--- src/rtl/sdes_round_sequencer_if.sv ---
// Handshake bundle for the S-DES round sequencer: block/key in, ciphertext out.
// Vectors are [7:0]/[5:0]; S-DES "bit 0" (the MSB) is the top bit of each vector.
interface sdes_round_sequencer_if;
    logic       in_valid;
    logic       in_ready;
    logic [7:0] in_block;
    logic [5:0] in_key;
    logic       out_valid;
    logic       out_ready;
    logic [7:0] out_block;

    modport master (
        output in_valid, in_block, in_key, out_ready,
        input  in_ready, out_valid, out_block
    );

    modport slave (
        input  in_valid, in_block, in_key, out_ready,
        output in_ready, out_valid, out_block
    );
endinterface

--- src/rtl/sdes_round_sequencer.sv ---
// Iterative S-DES Feistel round sequencer: latches a block and key, applies ROUNDS
// rounds (one per clock) with a rotating subkey, then holds the ciphertext until taken.
module sdes_round_sequencer #(
    parameter int unsigned ROUNDS = 4,
    parameter int unsigned CNT_W  = 4
) (
    input  logic                  clk,
    input  logic                  rst,
    sdes_round_sequencer_if.slave bus,
    output logic                  busy,
    output logic [CNT_W-1:0]      round_idx
);
    typedef enum logic [1:0] {IDLE, RUN, DONE} state_t;

    // DES S1, row-major: index = {row, column}
    localparam logic [3:0] S1 [64] = '{
        4'd14, 4'd4,  4'd13, 4'd1,  4'd2,  4'd15, 4'd11, 4'd8,  4'd3,  4'd10, 4'd6,  4'd12, 4'd5,  4'd9,  4'd0,  4'd7,
        4'd0,  4'd15, 4'd7,  4'd4,  4'd14, 4'd2,  4'd13, 4'd1,  4'd10, 4'd6,  4'd12, 4'd11, 4'd9,  4'd5,  4'd3,  4'd8,
        4'd4,  4'd1,  4'd14, 4'd8,  4'd13, 4'd6,  4'd2,  4'd11, 4'd15, 4'd12, 4'd9,  4'd7,  4'd3,  4'd10, 4'd5,  4'd0,
        4'd15, 4'd12, 4'd8,  4'd2,  4'd4,  4'd9,  4'd1,  4'd7,  4'd5,  4'd11, 4'd3,  4'd14, 4'd10, 4'd0,  4'd6,  4'd13
    };

    localparam logic [CNT_W-1:0] LAST = CNT_W'(ROUNDS - 1);

    state_t           state;
    state_t           state_nx;
    logic [7:0]       block_reg;
    logic [5:0]       key_reg;
    logic [CNT_W-1:0] cnt;
    logic             accept;
    logic             last_round;

    // Spec bit i of an n-bit field is vector bit n-1-i, hence the reversed picks below.
    function automatic logic [7:0] round_f(input logic [7:0] b, input logic [5:0] k);
        logic [3:0] l;
        logic [3:0] r;
        logic [3:0] o;
        logic [3:0] p;
        logic [5:0] e;
        logic [5:0] s;
        l = b[7:4];
        r = b[3:0];
        e = {r[3], r[0], r[2], r[1], r[3], r[2]};
        s = e ^ k;
        o = S1[{s[5], s[0], s[4:1]}];
        p = {o[1], o[3], o[2], o[0]};
        return {r, p ^ l};
    endfunction

    assign accept     = bus.in_valid && (state == IDLE);
    assign last_round = (cnt == LAST);
    assign round_idx  = cnt;

    always_ff @(posedge clk or posedge rst) begin
        if (rst) begin
            state <= IDLE;
        end else begin
            state <= state_nx;
        end
    end

    always_comb begin
        state_nx      = state;
        bus.in_ready  = 1'b0;
        bus.out_valid = 1'b0;
        bus.out_block = '0;
        busy          = 1'b0;
        case (state)
            IDLE: begin
                bus.in_ready = 1'b1;
                if (bus.in_valid) begin
                    state_nx = RUN;
                end
            end
            RUN: begin
                busy = 1'b1;
                if (last_round) begin
                    state_nx = DONE;
                end
            end
            DONE: begin
                bus.out_valid = 1'b1;
                bus.out_block = block_reg;
                if (bus.out_ready) begin
                    state_nx = IDLE;
                end
            end
            default: state_nx = IDLE;
        endcase
    end

    // The key register is rotated one place per round, so round i sees key <<< (i mod 6)
    // without a modulo; the counter is parked at 0 whenever RUN is left.
    always_ff @(posedge clk or posedge rst) begin
        if (rst) begin
            block_reg <= '0;
            key_reg   <= '0;
            cnt       <= '0;
        end else if (accept) begin
            block_reg <= bus.in_block;
            key_reg   <= bus.in_key;
            cnt       <= '0;
        end else if (state == RUN) begin
            block_reg <= round_f(block_reg, key_reg);
            key_reg   <= {key_reg[4:0], key_reg[5]};
            cnt       <= last_round ? '0 : cnt + CNT_W'(1);
        end
    end
endmodule

--- src/flat_wrapper.sv ---
// flat-port wrapper written by rule: the top's interface ports become plain ports
module sdes_round_sequencer_flat 
#(
    parameter int unsigned ROUNDS = 4,
    parameter int unsigned CNT_W  = 4
)
  (clk, rst, busy, round_idx, bus_in_valid, bus_in_block, bus_in_key, bus_out_ready, bus_in_ready, bus_out_valid, bus_out_block);
  sdes_round_sequencer_if bus_i ();
  input  logic clk;
  input  logic rst;
  output logic busy;
  output logic [CNT_W-1:0] round_idx;
  input wire logic [$bits(bus_i.in_valid)-1:0] bus_in_valid;
  input wire logic [$bits(bus_i.in_block)-1:0] bus_in_block;
  input wire logic [$bits(bus_i.in_key)-1:0] bus_in_key;
  input wire logic [$bits(bus_i.out_ready)-1:0] bus_out_ready;
  output wire logic [$bits(bus_i.in_ready)-1:0] bus_in_ready;
  output wire logic [$bits(bus_i.out_valid)-1:0] bus_out_valid;
  output wire logic [$bits(bus_i.out_block)-1:0] bus_out_block;
  assign bus_i.in_valid = bus_in_valid;
  assign bus_i.in_block = bus_in_block;
  assign bus_i.in_key = bus_in_key;
  assign bus_i.out_ready = bus_out_ready;
  assign bus_in_ready = bus_i.in_ready;
  assign bus_out_valid = bus_i.out_valid;
  assign bus_out_block = bus_i.out_block;
  sdes_round_sequencer #(.ROUNDS(ROUNDS), .CNT_W(CNT_W)) u_core (.clk(clk), .rst(rst), .bus(bus_i), .busy(busy), .round_idx(round_idx));
endmodule
--- config.mk ---
export PLATFORM = sky130hd
export DESIGN_NAME = sdes_round_sequencer_flat
export DESIGN_NICKNAME = d
export VERILOG_FILES = /design/src/rtl/sdes_round_sequencer_if.sv /design/src/rtl/sdes_round_sequencer.sv /design/src/flat_wrapper.sv
export SDC_FILE = /design/constraint.sdc
export NUM_CORES = 1
export LEC_CHECK = 0
export ABC_AREA = 1
export CORE_MARGIN = 1
export CORE_UTILIZATION = 56
export CTS_CLUSTER_DIAMETER = 60
export DETAILED_ROUTE_END_ITERATION = 8
export PLACE_DENSITY = 0.87
export SLEW_MARGIN = 40
export SYNTH_ARGS = -nofsm -noshare
export SYNTH_HDL_FRONTEND = slang
export SYNTH_SLANG_ARGS = --single-unit
--- constraint.sdc ---
create_clock -name clk -period 5 [get_ports clk]
set_input_delay 1.5 -clock clk [delete_from_list [all_inputs] [get_ports clk]]
set_output_delay 1.5 -clock clk [all_outputs]
set_load 0.01 [all_outputs]
# After elaboration in Yosys (flattened, before gate mapping)
# Memories as Yosys holds them, arrays and structs flattened.
# Cells that the tools add are included.
totals:
  n_memories: 1
  regBits: 20
  output_inout_bits: 15
  word_cells: 37
  mem_bits_ro: 256
  in_bits: 18
mem_list:
  columns: ["memory", "words", "width", "read_ports", "rd_clocked_by_memory_dff", "write_ports", "line", "rtl"]
  rows:
  - ["(no name shown)", 64, 4, 1, 0, 0, "sdes_round_sequencer.sv:45", "o = S1[{s[5], s[0], s[4:1]}];"]
classes:
  eq_ne: 6
  reduce_logical: 4
  bitwise: 3
  addsub: 1
  order_cmp: 1
  muxes: 17
op_table:
  columns: ["operator", "count"]
  rows:
  - ["2-to-1 mux 8 bit", 3]
  - ["2-to-1 mux 4 bit", 5]
  - ["2-to-1 mux 6 bit", 2]
  - [">= comparator 7 bit (second input constant)", 1]
  - ["NOT 6 -> 7 bit", 1]
  - ["2-to-1 mux 2 bit", 3]
  - ["one-hot mux 2 bit (3 select lines)", 1]
  - ["bitwise XOR 6 bit", 1]
  - ["adder 4 x 1 -> 4 bit (second input constant)", 1]
  - ["== test 4 x 2 -> 1 bit (second input constant)", 1]
  - ["inequality test 2 bit (second input constant)", 2]
  - ["bitwise XOR 4 bit", 1]
  - ["2-to-1 mux 1 bit", 3]
  - ["AND reduction 3 bit", 1]
  - ["== test 2 x 1 -> 1 bit (second input constant)", 1]
  - ["== test 2 bit (second input constant)", 1]
  - ["logical NOT 2 bit", 1]
  - ["inequality test 2 x 1 -> 1 bit (second input constant)", 1]
  - ["nonzero test 2 bit", 1]
  - ["logical AND 1 bit", 1]

# Logic depth before layout (Yosys ltp)
depth:
  ltp_word: 8
  depth_mapped: 16
  depth_no_buf: 16

# Worst setup path after synthesis
# No wires, ideal clock.
synth_path:
  path_type: "input to register"
  from: "in bus_in_valid"
  to: "reg u_core.key_reg[1]"
  setup_ps: 87
  arrival_ps: 2314
  cell_stages: 6
  slack_ps: 2600
  path_cell_list: "nand2_2 -> inv_1 -> nor2_2 -> inv_1 -> buf_2 -> o211ai_1"
synth_between:
  elab_chain_len: 2
synth_lines:
  columns: ["element", "line", "rtl"]
  rows:
  - ["from (decl)", "flat_wrapper.sv:13", "input wire logic [$bits(bus_i.in_valid)-1:0] bus_in_valid;"]
  - ["logical AND 1 bit *", "sdes_round_sequencer.sv:50", "assign accept = bus.in_valid && (state == IDLE);"]
  - ["2-to-1 mux 6 bit or nonzero test 2 bit (tied branches)", null, null]
  - ["to (signal assigned)", "sdes_round_sequencer.sv:101", "key_reg <= bus.in_key;"]
  - ["to (signal assigned)", "sdes_round_sequencer.sv:105", "key_reg <= {key_reg[4:0], key_reg[5]};"]
  - ["to (decl)", "sdes_round_sequencer.sv:28", "logic [5:0] key_reg;"]
# Every way passes the cells marked *; elsewhere a longest branch is shown, timed or not.
# A chain may end at the register's enable or synchronous reset.

# Worst setup path in the final report
layout_path:
  from: "reg u_core.state[0]"
  to: "out bus_out_block[1]"
layout_between:
  elab_chain_len: 2
layout_lines:
  columns: ["element", "line", "rtl"]
  rows:
  - ["from (decl)", "sdes_round_sequencer.sv:25", "state_t state;"]
  - ["from (signal assigned)", "sdes_round_sequencer.sv:58", "state <= state_nx;"]
  - ["== test 2 bit", "sdes_round_sequencer.sv:68", "case (state)"]
  - ["2-to-1 mux 8 bit", "sdes_round_sequencer.sv:68", null]
  - ["to (decl)", "flat_wrapper.sv:19", "output wire logic [$bits(bus_i.out_block)-1:0] bus_out_block;"]
# Every way passes these cells.

==> metrics.md <==
| Metric | Value |
|---|---|
| Worst-margin pin slew | `0.704 ns` |
| Final worst setup slack | `1.69 ns` |
| Multiplexer area fraction after synthesis | `0` |
| CP Buf/Inv Count | `2` |
| CP cell instances | `inv_1 -> nand2_1 -> nor2_1 -> clkdlybuf4s50_1` |
| Fillers | `240` |
| Net Count, Synth | `between 200 and 300` |
| Num CTS Buffers | `3` |
| Area leader, netlist | `dfrtp_1` |
| DRT Pass-1 Iters | `5` |
| Vias in the first global route | `1,658` |
| HP Start | `u_core.round_idx[1]` |
| Initial Util | `0.609` |
| Multi-input gate area | `1080 um^2` |
| Routed WL per cell | `13.7 um` |
| Minimum clock period | `3.31 ns` |
| Largest delay share family, worst path | `buffers and inverters` |
| Data required, critical path | `3.50 ns` |
| Top-area cell type share of the netlist area | `0.288` |
| Hold WC Path Type | `register to register` |
| Outcome | `completed` |
| Via count | `1,835` |
| Largest net degree at the start of global routing | `21` |
| XOR/XNOR Fraction of Synth Area | `0.0432` |
| Fin Hold WS | `0.578 ns` |
| Worst reg2reg startpoint | `u_core.block_reg[3]` |
| Total GRT Usage | `0.290` |
| Fmax | `0.302 GHz` |
| Synth unique cells | `25` |
| R2R depth | `13` |
| Post-Route WL | `4440 um` |
| CTS Buffer Depth | `2` |
| Crit path from | `u_core.state[0]` |
| RSZ-0062 raised after global routing | `false` |
| First-pass GRT wire length | `7420 um` |
| Combinational family with the most area after synthesis | `simple AND/OR/NAND/NOR gates` |
| Die Ht | `57.7 um` |
| Core ar. | `2850 um^2` |
| Avg Inst Size Synth | `6.63 um^2` |
| Slowest-stage cell, CP | `clkdlybuf4s50_1` |
| Post-Synth Simple-Gate Area | `0.430` |
| Stages on the worst setup path | `4` |
| Rel. slew slack | `0.528` |
| Root Driver | `clkbuf_4` |
| Hold path depth | `1` |
| Post-Synthesis Cells | `approximately 260` |
| TNS Setup | `0 ns` |
| # diodes | `0` |
| Die area | `3330 um^2` |
| Slew Limit Fails | `0` |
| CP startpoint kind | `register` |
| 1st-iter DRT viols | `190` |
| Final Hold Fails | `0` |
| Vias per cell | `5.65` |
| Post-layout nets | `322` |
| Total global routing overflow | `0` |
| Post-Synth Adder-Cell Area | `0.0648` |
| Seq/Total Area, Yosys | `0.288` |
| YS warnings | `0` |
| I/O pins | `33` |
| Crit end category | `output port` |
| Critical path class | `register to output port` |
| H-tree Lvls | `1` |
| Die W | `57.7 um` |
| # port buffers | `32` |
| CP peak stage delay | `0.57 ns` |
| #FFs+latches synth | `20` |
| Tcrit/Tclk final | `0.662` |
| Largest cells by area after synthesis | `dfrtp_1 (29%), nand2_1 (20%), nand3_1 (17%)` |
| CTS tree | `built` |
| Antenna-violating nets left | `0` |
| Share of layout cells above drive strength 1 | `0.0544` |
| Worst EP arrival | `1.81 ns` |
| Fin Clk Skew | `approximately 0.011 ns` |
| Synth-to-Final Area Change | `21.8%` |
| Antenna violations before repair | `0` |
| Post-CTS Setup Bufs | `0` |
| Total of max-cap violations | `0` |
| Post-CTS resize count | `0` |
| Synth Cell Area | `1740 um^2` |
| FP Rows | `19` |
| Sequential Area | `approximately 500 um^2` |
| Clock sinks | `20` |
| Post-layout util | `0.741` |
| Hpwl dp | `roughly 3500 um` |
| Crit-path max FO | `10` |
| Later-pin clock latency in the skew report | `0.32 ns` |
| DRC Markers | `0` |
| Place WS | `roughly 1.7 ns` |
| CTS Hold Bufs | `0` |
| Compound-cell area share of the yosys netlist | `0.0850` |
| Routability Congestion | `0.923` |
| Largest register FFs | `8` |
| Final setup violation count | `0` |
| Clk slew on worst S/H paths | `~0.12 ns` |
## layout make-up
| class | count | share of cell area |
|---|---|---|
| Clock buffer | 3 | 0.0107 |
| Clock inverter | 1 | 0.0142 |
| Inverter | 32 | 0.0568 |
| Multi-Input combinational cell | 206 | 0.512 |
| Sequential cell | 20 | 0.237 |
| Tap cell | 31 | 0.0183 |
| Timing Repair Buffer | 32 | 0.151 |
## final timing paths
path,to,slack (ns)
max,bus_out_block[1],1.69
min,u_core.round_idx[1],0.58
max reg2reg,u_core.block_reg[3],2.84
min reg2reg,u_core.round_idx[1],0.58
max in group asynchronous,u_core.block_reg[2],3.16
min in group asynchronous,u_core.round_idx[0],1.49
## worst reg2reg max path: stages (launching register included)
cell,delay (ns)
dfrtp_1,0.47
inv_1,0.12
nand2_1,0.07
nand2_1,0.19
ha_1,0.42
nand3_1,0.18
nand3_1,0.13
nand3_1,0.08
nand2_1,0.08
nand2_1,0.07
nand3_1,0.08
nand3_1,0.07
nand2_1,0.06
nand2_1,0.05
## synthesized netlist by cell type (all sizes together)
cell type and n:
nand2 96, nand3 62, inv 32, dfrtp 20, nor2 11, ha 9, o21ai 8, a22oi 4
o221ai 4, xnor2 4, o22ai 3, buf 2, clkbuf 2, o211ai 2, xor2 2, a22o 1
## layer usage
| layer | GRT usage | share of wire | vias up |
|---|---|---|---|
| met3 | 0.0402 | 0.077 | 4 |
| met2 | 0.477 | 0.47 | 85 |
| met5 | 0 | 0 | - |
| met4 | 0.0646 | 0.0065 | 0 |
| li1 | - | - | 923 |
| met1 | 0.411 | 0.45 | 823 |
## stage by stage
stage               instances  instance area [um^2]
floorplan                 262                  1740
global placement          321                  2060
detailed placement        321                  2060
CTS                       325                  2110
global route              325                  2110
finish                    325                  2110
## cells in the final DEF, fill, tap and decap left out, drive strengths merged
cell type	Yosys	routed
a22o	1	1
a22oi	4	4
bufinv	0	1
clkbuf	2	3
clkdlybuf4s50	0	32
clkinv	0	1
dfrtp	20	20
ha	9	9
inv	32	31
nand2	96	96
nand3	62	62
nor2	11	11
o211ai	2	2
o21ai	8	8
o221ai	4	4
o22ai	3	3
xnor2	4	4
xor2	2	2
## logic make-up (layout without fill, tap and decap cells)
logic type               after synthesis  count (layout)
adder cells (fa/ha/maj)                9               9
buffers and inverters                 36              68
AND/OR/NAND/NOR                      169             169
XOR/XNOR                               6               6
flip-flops                            20              20
AO/OA/AOI/OAI                         22              22
Power is left out: the tool's default activity adds up to more than one toggle a clock period on the data nets, which glitch-free logic cannot reach.
==> edit 1 (same flow settings) <==
Encoding of `state_t`: now one-hot (3 bits for 3 states).
--- a/src/rtl/sdes_round_sequencer.sv
+++ b/src/rtl/sdes_round_sequencer.sv
@@ -10,7 +10,7 @@
     output logic                  busy,
     output logic [CNT_W-1:0]      round_idx
 );
-    typedef enum logic [1:0] {IDLE, RUN, DONE} state_t;
+    typedef enum logic [2:0] {IDLE = 3'b001, RUN = 3'b010, DONE = 3'b100} state_t;
 
     // DES S1, row-major: index = {row, column}
     localparam logic [3:0] S1 [64] = '{
Formal check against the unedited RTL: same outputs for any inputs over 4 cycles, from zero or initial values and one cycle with rst high; so few cycles prove little.
==> edit 1 against the original RTL <==
  * Sequential share of layout area rose by 0.78 points
  * Final area rose by 1.9%
  * Area after synthesis rose by 2.9%
  * Worst setup slack got worse by 0.12 ns
  * Sequential cell count rose by 1
  * Hold slack got worse by 0.00066 ns
  * Critical path depth rose by 5
  * Die area rose by 2.8%
  * Synthesized cell count rose by 4.2%
  * Routed wire length rose by 5.6%
  * Register-to-register slack got worse by 0.15 ns
Power is not shown: default switching activity piles up to over one toggle a cycle in this logic, so the estimate is an artifact.
==> edit 1: results (changes against the original RTL) <==
- Outcome: complete, no violations
- Die width: 58.49 um (+1.4%)
- Met1 WL: 2.059 mm (+3.8%)
- Nets: 331 (+2.8%)
- Worst setup startpoint: bus_in_valid
- Worst setup path end: u_core.block_reg[1]
- Reg2Reg Depth: 10 (-3)
- Cells after Synth: 273 (+4.2%)
- Vias: 1935 (+5.4%)
- Slew at the pin with the worst max-slew slack: 0.6362 ns (-0.06793 ns)
- Launching point of the worst reg2reg path: u_core.state[0]
- Crit-path leading delay family: simple AND/OR/NAND/NOR gates
- Clk pin slew, worst setup/hold paths: 0.10 ns (-0.02 ns)
- Layout cells sized above 1: 0.05281 (-0.001616)
- Total length of routed met2 wires: 2.255 mm (+7.9%)
- M2 GR Usage: 0.5074 (+0.03064)
- CP max stage delay: 0.47 ns (-0.10 ns)
- Starting DRT DRC Count: 159 (-16%)
- Crit path DAT: 3.63 ns (+1.82 ns)
- Placed insts: 343 (+6.9%)
- First-pass GRT wire length: 7.734 mm (+4.2%)
- Post-DP HPWL: 3.589 mm (+2.1%)
- GRT Util Overall: 0.2963 (+0.006594)
- Finished Layout Cells: 347 (+6.8%)
- DR WL met3: 240 um (-30%)
- Post-synth cell types: 22 (-12%)
- Vias in the first global route: 1798 (+8.4%)
- Global placer's final weighted congestion: 0.9259 (+0.35%)
- R2r setup slk: 2.69 ns (-0.15 ns)
==> edit 1: cell count changes in the layout (fill, tap and decap cells not counted), moves of 3 or more <==
cell     unedited run  this run
a22oi_1             4         0
inv_1              30        35
nand2_1            92        84
nand3_1            60        63
o21ai_0             8        21
==> edit 1: layout make-up <==
type                    instances  area (um^2)
multi-input cells             208         1084
fillers                       283        873.3
flip-flops and latches         21        526.8
repair buffers                 32        320.3
inverters                      38        142.6
well taps                      44        55.05
clock buffers                   4        26.28
==> edit 1: worst min-delay path by stage <==
stage | startpoint | to | slack, ns | cells after the start
floorplan | u_core.block_reg[1] | u_core.block_reg[1] | 0.49 | 2
global placement | u_core.block_reg[1] | u_core.block_reg[1] | 0.56 | 2
detailed placement | u_core.round_idx[0] | u_core.round_idx[0] | 0.56 | 1
CTS | u_core.block_reg[1] | u_core.block_reg[1] | 0.59 | 2
global route | u_core.block_reg[1] | u_core.block_reg[1] | 0.62 | 2
finish | u_core.block_reg[1] | u_core.block_reg[1] | 0.58 | 2
==> edit 1: cell families (layout without fill, tap and decap cells) <==
family | count (synthesis) | count (layout) | share of synthesized area
fa+ha+maj | 9 | 9 | 0.06303
flops | 21 | 21 | 0.2948
xor+xnor | 6 | 6 | 0.04202
simple gates | 163 | 163 | 0.4013
buf+inv | 44 | 74 | 0.09874
compound gates | 30 | 30 | 0.1001
==> edit 1: worst min-delay path: cells and delay by family, from the launching register on <==
| family | cells | cell delay, ns |
|---|---|---|
| DFF | 1 | 0.41 |
| and+or+nand+nor | 2 | 0.14 |
==> edit 1: per-stage QoR <==
step | worst slack (ns) | area (um^2)
finish | 1.571 | 2155
global route | 1.397 | 2155
CTS | 1.598 | 2155
detailed placement | 1.311 | 2128
global placement | 1.499 | 2128
floorplan | 2.587 | 1787
==> edit 2 (same flow settings) <==
Made on the original files. `CNT_W` is set to 4 in 2 places; all go to 6.
--- a/src/rtl/sdes_round_sequencer.sv
+++ b/src/rtl/sdes_round_sequencer.sv
@@ -2,7 +2,7 @@
 // rounds (one per clock) with a rotating subkey, then holds the ciphertext until taken.
 module sdes_round_sequencer #(
     parameter int unsigned ROUNDS = 4,
-    parameter int unsigned CNT_W  = 4
+    parameter int unsigned CNT_W  = 6
 ) (
     input  logic                  clk,
     input  logic                  rst,
--- a/src/flat_wrapper.sv
+++ b/src/flat_wrapper.sv
@@ -2,7 +2,7 @@
 module sdes_round_sequencer_flat 
 #(
     parameter int unsigned ROUNDS = 4,
-    parameter int unsigned CNT_W  = 4
+    parameter int unsigned CNT_W  = 6
 )
   (clk, rst, busy, round_idx, bus_in_valid, bus_in_block, bus_in_key, bus_out_ready, bus_in_ready, bus_out_valid, bus_out_block);
   sdes_round_sequencer_if bus_i ();
Ports: changed (resized round_idx); port bits go from 33 to 35. No check against the original RTL was run, so the function may have changed too.
==> edit 2 against the original RTL <==
  * Worst setup slack got worse by 0.22 ns
  * First-iteration DRC count increased by 12%
  * Register-to-register slack worse by 0.23 ns
  * Sequential cell count up 2
  * Hold slack better by 0.00070 ns
  * Cell count up 9.5%
  * Non-clock buffer count up 3
  * Routed wire length is 8.8% higher
  * Area after synthesis up 7.6%
  * Maximum frequency fell by 6.4%
  * Final area is 7.3% higher
  * Largest cell class unchanged
Power is left out: the tool's default activity adds up to more than one toggle a clock period on the data nets, which glitch-free logic cannot reach.
==> edit 2: results (changes against the original RTL) <==
- Largest net degree at the start of global routing: 23 (+9.5%)
- Crit path DAT: 3.75 ns (+1.94 ns)
- Fill cells: 285 (+19%)
- Nonclk inv count: 33 (+3.1%)
- Nets: 340 (+5.6%)
- Vias in the first global route: 1734 (+4.6%)
- Sequential cell area: 550.5 um^2 (+10%)
- Seq/Total Area, Yosys: 0.2945 (+0.006327)
- First-pass GRT wire length: 7.659 mm (+3.2%)
- Flops & latches, synth: 22 (+10%)
- Commonest cells post-synth: 91 x nand2_1, 62 x nand3_1, 31 x inv_1, 22 x dfrtp_1, 13 x nor2_1
- Cells after Synth: 280 (+6.9%)
- Hold path startpoint: u_core.key_reg[5]
- Slowest CP cell: nor2_1
- Outcome: complete, no violations
- GRT Util Overall: 0.2872 (-0.002518)
- Ranking of synthesized cells by area: dfrtp_1 29%, nand2_1 18%, nand3_1 17%
- Die width: 59.78 um (+3.6%)
- Slew headroom: 0.5255 (-0.002165)
- Count of multi-input gates: 218 (+5.8%)
- IO Port Bufs: 34 (+6.3%)
- Non-CTS buffers: 35 (+9.4%)
- Starting DRT DRC Count: 212 (+12%)
- Pre-CTS WS: 1.185 ns (-0.5334 ns)
- Layout clock buffer count: 4 (+1)
- Worst setup startpoint: bus_in_valid
- Post-route cell area: 0.002268 mm^2 (+7.3%)
- Layout cells sized above 1: 0.07051 (+0.01609)
- Synth Area in XOR/XNOR: 0.04618 (+0.002957)
- WL per Instance: 13.58 um (-0.63%)
- Layout non-clock buf frac: 0.1533 (+0.001858)
- Area of the multi-input gates: 0.001155 mm^2 (+6.7%)
- Post-synth cell types: 27 (+8.0%)
- Post-DP HPWL: 3.655 mm (+4.0%)
- Placed insts: 352 (+9.7%)
- Routed wire length: 4.836 mm (+8.8%)
- Worst Skew: 0.006618 ns (-0.004810 ns)
- Global placer's final weighted congestion: 0.9430 (+2.2%)
- Synth Area in Compound Gates: 0.08032 (-0.004693)
- Launching point of the worst reg2reg path: u_core.state[1]
edit 2: cell types whose count changed in the layout (fill, tap and decap cells not counted), sizes merged, moves of 2 or more:
cell	change
clkdlybuf4s50	+2
dfrtp	+2
nand2	+5
nand3	+2
nand4	+2
nor2	+2
o21ai	+2
edit 2: worst paths after layout:
path / end / slack, ns / cells after the start
setup / recovery: u_core.block_reg[2] / 1.46 / 9
setup reg to reg: u_core.block_reg[2] / 2.61 / 9
min in group asynchronous: u_core.round_idx[2] / 1.50 / 2
hold / removal: u_core.key_reg[5] / 0.58 / 2
max in group asynchronous: u_core.block_reg[7] / 3.18 / 2
hold reg to reg: u_core.key_reg[5] / 0.58 / 2
edit 2: per-layer routing:
metal | track usage | routed length [um] | vias up | part of all wire
met1 | 0.4113 | 2238 | 888 | 0.46
met5 | 0 | 0 | - | 0
met3 | 0.04113 | 292 | 8 | 0.060
met2 | 0.4460 | 2231 | 92 | 0.46
met4 | 0.09302 | 74 | 0 | 0.015
li1 | - | - | 981 | -
